**config.mk**
```make
export PLATFORM = sky130hd
export DESIGN_NAME = counter_sequencer
export DESIGN_NICKNAME = d
export VERILOG_FILES = /design/src/rtl/counter_sequencer.sv
export SDC_FILE = /design/constraint.sdc
export NUM_CORES = 1
export LEC_CHECK = 0
export CORE_MARGIN = 8
export CORE_UTILIZATION = 40
export DETAILED_ROUTE_END_ITERATION = 10
export PLACE_DENSITY_LB_ADDON = 0.2
export SLEW_MARGIN = 5
export SYNTH_ARGS = -nofsm -noshare
export SYNTH_HDL_FRONTEND = slang
export SYNTH_SLANG_ARGS = --single-unit
```
**constraint.sdc**
```tcl
create_clock -name CLK_50 -period 4.5 [get_ports CLK_50]
set_clock_uncertainty 0.15 [all_clocks]
set_input_delay 0.45 -clock CLK_50 [delete_from_list [all_inputs] [get_ports CLK_50]]
set_output_delay 0.45 -clock CLK_50 [all_outputs]
set_load 0.02 [all_outputs]
```
**src/rtl/counter_sequencer.sv**
```systemverilog
// counter_sequencer: debounces the run/step/dir buttons, runs the run/pause
// FSM and the tick divider, and drives the counter datapath with a one-cycle
// step strobe plus a registered direction level.
//
//   state   | meaning
//   --------+--------------------------------------------------
//   S_PAUSE | divider held at 0; step button issues one step
//   S_RUN   | divider free-runs; step on every terminal count
module counter_sequencer #(
    parameter int DIV       = 50000000,
    parameter int DB_CYCLES = 500000,
    parameter int DIV_W     = 26,
    parameter int DB_W      = 19
) (
    input  logic CLK_50,
    input  logic nCLR,
    input  logic btn_run,
    input  logic btn_step,
    input  logic btn_dir,
    output logic step,
    output logic dir,
    output logic running
);

    typedef enum logic {
        S_PAUSE = 1'b0,
        S_RUN   = 1'b1
    } state_t;

    localparam logic [DB_W-1:0]  DB_LAST  = DB_W'(DB_CYCLES - 1);
    localparam logic [DIV_W-1:0] DIV_LAST = DIV_W'(DIV - 1);

    // Bit 0 = run, bit 1 = step, bit 2 = dir throughout.
    logic [2:0]            raw;
    logic [2:0]            sync1_q;
    logic [2:0]            sync2_q;
    logic [2:0]            db_q;
    logic [2:0]            db_d;
    logic [2:0]            press_q;
    logic [2:0]            press_d;
    logic [2:0][DB_W-1:0]  db_cnt_q;
    logic [2:0][DB_W-1:0]  db_cnt_d;

    state_t                state_q;
    state_t                state_d;
    logic [DIV_W-1:0]      div_q;
    logic [DIV_W-1:0]      div_d;
    logic                  step_q;
    logic                  step_d;
    logic                  dir_q;
    logic                  dir_d;

    assign raw = {btn_dir, btn_step, btn_run};

    // Two-flop synchronizer for the asynchronous buttons.
    always_ff @(posedge CLK_50 or negedge nCLR) begin
        if (!nCLR) begin
            sync1_q <= '0;
            sync2_q <= '0;
        end else begin
            sync1_q <= raw;
            sync2_q <= sync1_q;
        end
    end

    // Debounce: accept a new level only after DB_CYCLES consecutive
    // disagreeing samples; any agreeing sample restarts the count.
    always_comb begin
        db_d     = db_q;
        db_cnt_d = '0;
        press_d  = '0;
        for (int i = 0; i < 3; i++) begin
            if (sync2_q[i] != db_q[i]) begin
                if (db_cnt_q[i] == DB_LAST) begin
                    db_d[i] = sync2_q[i];
                end else begin
                    db_cnt_d[i] = db_cnt_q[i] + 1'b1;
                end
            end
            press_d[i] = db_d[i] & ~db_q[i];
        end
    end

    // Debounced levels, their counters and the registered press pulses.
    always_ff @(posedge CLK_50 or negedge nCLR) begin
        if (!nCLR) begin
            db_q     <= '0;
            db_cnt_q <= '0;
            press_q  <= '0;
        end else begin
            db_q     <= db_d;
            db_cnt_q <= db_cnt_d;
            press_q  <= press_d;
        end
    end

    // Next state, divider and output strobes; a run press always takes
    // priority over a step press or a terminal count in the same cycle.
    always_comb begin
        state_d = state_q;
        div_d   = '0;
        step_d  = 1'b0;
        dir_d   = dir_q ^ press_q[2];
        case (state_q)
            S_PAUSE: begin
                if (press_q[0]) begin
                    state_d = S_RUN;
                end else if (press_q[1]) begin
                    step_d = 1'b1;
                end
            end
            S_RUN: begin
                if (press_q[0]) begin
                    state_d = S_PAUSE;
                end else if (div_q == DIV_LAST) begin
                    step_d = 1'b1;
                end else begin
                    div_d = div_q + 1'b1;
                end
            end
            default: state_d = S_PAUSE;
        endcase
    end

    // FSM state, divider and registered outputs.
    always_ff @(posedge CLK_50 or negedge nCLR) begin
        if (!nCLR) begin
            state_q <= S_PAUSE;
            div_q   <= '0;
            step_q  <= 1'b0;
            dir_q   <= 1'b0;
        end else begin
            state_q <= state_d;
            div_q   <= div_d;
            step_q  <= step_d;
            dir_q   <= dir_d;
        end
    end

    assign step    = step_q;
    assign dir     = dir_q;
    assign running = (state_q == S_RUN);

endmodule

```
### Yosys cells after proc, flatten, opt, wreduce, memory -nomap -nowiden

Index checks and enable logic that the tools add are counted.
Widths: inputs -> output; s select.

| word-level totals | value |
|---|---|
| register bits | 98 |
| bits of input ports | 5 |
| logic and storage cells | 53 |

| operators by class | value |
|---|---|
| $add $sub $neg | 4 |
| eq/ne operators | 7 |
| multiplexer cells | 23 |
| bitwise logic cells | 8 |

Operator list:

| cell | number |
|---|---|
| $mux 19 | 6 |
| $mux 26 | 3 |
| $add 19x1->19 const B | 3 |
| $eq 19x19->1 const B | 3 |
| $add 26x1->26 const B | 1 |
| $eq 26x26->1 const B | 1 |
| $mux 1 | 12 |
| $not 1->1 | 4 |
| $pmux 1 s2 | 2 |
| $and 1x1->1 | 3 |
| $ne 1x1->1 | 3 |
| $xor 1x1->1 | 1 |

### Logic depth before layout (Yosys ltp)

| logic depth | value |
|---|---|
| word-level depth | 4 |
| depth in mapped cells | 6 |

### Worst setup path after synthesis

Ideal clock, no wire load.

| timing path | value |
|---|---|
| kind | register to register |
| start point | register db_cnt_q[52] (netlist bit) |
| end point | register db_q[2] |
| library setup time | 0.125 ns |
| data arrival time | 1.912 ns |
| required time | 4.225 ns |
| path slack | 2.313 ns |
| cell stages (with the launch flop) | 5 |
| cell sequence | dfrtp_1 > or4_1 > or4_4 > nor2_1 > mux2_2 |

| between the ends | value |
|---|---|
| word-level cells in the longest chain between the ends | 3 |

RTL lines:

| element | line | RTL |
|---|---|---|
| start: declaration | 41 | `logic [2:0][DB_W-1:0] db_cnt_q;` |
| start signal: assignment | 92 | `db_cnt_q <= db_cnt_d;` |
| $eq 19x19->1 | 74 | `if (db_cnt_q[i] == DB_LAST) begin` |
| $mux 1 | 74 |  |
| $mux 1 | 73 | `if (sync2_q[i] != db_q[i]) begin` |
| named net db_d[2] | 38 | `logic [2:0] db_d;` |
| end signal: assignment | 87 | `db_q <= '0;` |
| end signal: assignment | 91 | `db_q <= db_d;` |
| end: declaration | 37 | `logic [2:0] db_q;` |

The timed path passes the listed nets, and every way through them passes these cells.

==> flow_metrics.py <==
metrics = {
    "detailed_routing": {
        "wl_per_cell_um": 13.87,
        "vias": 3348,
        "avgViaCountPerCell": 5.323,
        "ant_nets": 0,
        "drtPass1Iterations": 4,
        "drc_errors": 0,
        "wirelength_um": 8726,
        "drt_iter0_drc": 231,
    },
    "yosys": {
        "yosysWarnings": 0,
        "ys_seq_area_frac": 0.5159,
        "yosysTopAreaCellShare": 0.5159,
        "netlist_instances": 467,
        "yosysUniqueCellTypes": 47,
        "synth_flop_cell": "dfrtp_1",
        "netlist_top_cells_count": "dfrtp_1, nor2_1, xnor2_1",
        "async_reset_ff_frac": 1.000,
        "yosysMostFrequentCell": "dfrtp_1",
        "syn_nets": 476,
        "ys_ff_latch": 98,
        "postSynthAreaPerCell_um2": 10.18,
        "synthTopCellsByArea": "dfrtp_1, xnor2_1, nor2_1, xor2_1, nand4_1",
        "yosys.area.top_type": "dfrtp_1",
        "synthesis.area_mm2": 0.004753,
        "synth-edff-count": 0,
    },
    "floorplan": {
        "dieArea_mm2": 0.01563,
        "initial_core_util": 0.4024,
        "core.rowCount": 40,
        "die_y_um": 125.0,
        "coreArea_mm2": 0.01181,
        "io_pins": 8,
        "die_x_um": 125.0,
    },
    "cells_and_area": {
        "area_growth_pct": 10.87,
        "final_cells": 629,
        "drive_gt1_frac": 0.08299,
        "diodes": 0,
        "final_nets": 488,
        "nFillCells": 1121,
        "regArea_mm2": 0.002452,
        "multiInputGateArea_mm2": 0.002195,
        "final_core_util": 0.4462,
    },
    "cts": {
        "htreeDepth": 3,
        "clkLatencyLatePin_ns": 0.35,
        "cts.sinks": 98,
        "post_cts_buffers": 0,
        "cts_tree": "built",
        "root_buffer": "clkbuf_16",
        "clk_pin_slew_ns": 0.06,
        "postCtsHoldBufs": 0,
        "cts_made_buffers": 9,
        "post_cts_resized": 0,
        "clk_path_buf_depth": 2,
    },
    "pwr": {
        "p_seq_frac": 0.528,
        "sw_frac_of_total": 0.2052,
        "clkPwrFrac": 0.446,
        "power.density_mw_per_mm2": 323.4,
        "power.internal_mw": 1.355,
        "irDropWorstVdd_mv": 0.1832,
        "power.total_mw": 1.705,
        "p_leak_nw": 2.037,
        "p_sw_mw": 0.3497,
        "comb_power_share": 0.025,
    },
    "timing": {
        "setup_viol": 0,
        "fmax_mhz": 427.5,
        "grt_setup_unrepaired": "no",
        "whs_ns": -0.0007339,
        "period_needed_ns": 2.339,
        "finalHoldViolations": 2,
        "slew_headroom": 0.5119,
        "tns_ns": 0,
        "worstMarginPinSlew_ns": 0.7321,
        "period_share": 0.5199,
        "finalMaxSlewViolations": 0,
    },
    "global_route": {
        "grt_use_total": 0.1190,
        "grt_pass1_wl_um": 15320,
        "grt_pass1_vias": 3282,
        "grt_max_degree": 59,
        "grt_antenna_before_repair": 0,
        "grt-ovfl-total": 0,
    },
    "placement": {
        "dp_cells": 615,
        "hpwl_um": 5925,
        "gp_congestion": 0.7671,
        "io_buffers": 7,
    },
    "worst_setup_path": {
        "r2r_start": "db_cnt_q[33]",
        "ff2ff_setup_slack_ns": 2.16,
        "required_ns": 4.56,
        "r2r_end": "db_cnt_q[26]",
        "r2r_cells": 4,
        "endpoint_kind": "flop",
        "critical_path_class": "reg2reg",
        "crit_path_start_kind": "flop",
        "worst-endpoint-arrival_ns": 2.40,
        "crit_fanout": 19,
    },
    "run_status": {
        "outcome": "finished, violations left",
        "violations": "hold timing",
    },
    "flow_run": {
        "drv_cap": 0,
    },
    "worst_hold_path": {
        "worstHoldPathType": "in2async",
    },
}
[logic make-up (layout without fill, tap and decap cells)]
family,count (synthesis),in the layout,share of synthesized area
muxes,2,2,0.004738
DFF,98,98,0.5159
and+or+nand+nor,234,234,0.2693
adders and majority gates,4,4,0.01053
buffers and inverters,24,39,0.02395
AOI/OAI and AO/OA,44,44,0.06317
xor gates and xnor gates,61,61,0.1124
[worst max-delay path: stages (launching register included)]
cell and delay, ns:
dfrtp_1 0.41, or4_1 0.52, or4_4 0.57, o21ai_4 0.44, nor2_1 0.11
[cells in the final DEF (no fill, tap or decap), drive strengths merged, types with 3 or more instances in the layout]
cell type      instances
dfrtp                 98
nor2                  70
xnor2                 38
nand2                 30
nand3                 27
nand4                 26
xor2                  23
a21oi                 19
or4                   18
nor4                  16
inv                   15
nor3                  14
o31ai                 11
clkbuf                11
o21ai                  8
clkdlybuf4s50          6
and4                   6
and3                   4
ha                     4
buf                    4
or3                    4
nor4bb                 3
and2                   3
or2                    3
or4b                   3
[power groups by stage]
stage / Clock (mW) / Sequential, mW / Combinational (mW)
after global placement: 0 / 0.916 / 0.0457
after CTS: 0.795 / 0.900 / 0.0460
after detailed placement: 0 / 0.917 / 0.0458
final: 0.761 / 0.900 / 0.0435
after floorplan: 0 / 0.914 / 0.0206
after global routing: 0.824 / 0.901 / 0.0520
[worst max-delay path by stage]
stage / cells past startpoint / endpoint / slack [ns] / startpoint
6_report: 4 / db_cnt_q[26] / 2.16 / db_cnt_q[33]
5_1_grt: 5 / div_q[16] / 1.97 / div_q[8]
4_1_cts: 4 / db_cnt_q[26] / 2.13 / db_cnt_q[33]
3_5_place_dp: 4 / db_cnt_q[26] / 2.14 / db_cnt_q[33]
3_3_place_gp: 4 / db_cnt_q[22] / 2.16 / db_cnt_q[33]
2_1_floorplan: 4 / db_q[2] / 2.31 / db_cnt_q[52]
[final cells by class]
type	instances	area share
Clock inverter	3	0.007597
Sequential cell	98	0.4653
Multi-Input combinational cell	345	0.4164
Timing Repair Buffer	10	0.01709
Inverter	15	0.01068
Tap cell	147	0.03490
Clock buffer	11	0.04796
[per-layer routing]
| layer | track usage | vias up | share of wire |
|---|---|---|---|
| met3 | 0.04505 | 9 | 0.034 |
| met4 | 0.04155 | 0 | 0.014 |
| met2 | 0.1828 | 21 | 0.46 |
| met5 | 0 | - | 0 |
| li1 | - | 1696 | - |
| met1 | 0.1505 | 1622 | 0.49 |
[metrics by stage]
step	cell area, µm²	setup slack (ns)
floorplan	4753	2.313
global placement	4977	2.155
detailed placement	4977	2.143
CTS	5270	2.134
global route	5270	1.973
finish	5270	2.161
[state kept, by name, summed over array words and instances, names as in the netlist]
name,count
div_q,26
sync1_q,3
db_cnt_q,57
sync2_q,3
db_q,3
running,1
dir,1
step,1
press_q,3
Note: power is estimated with default switching activity, not from simulation.
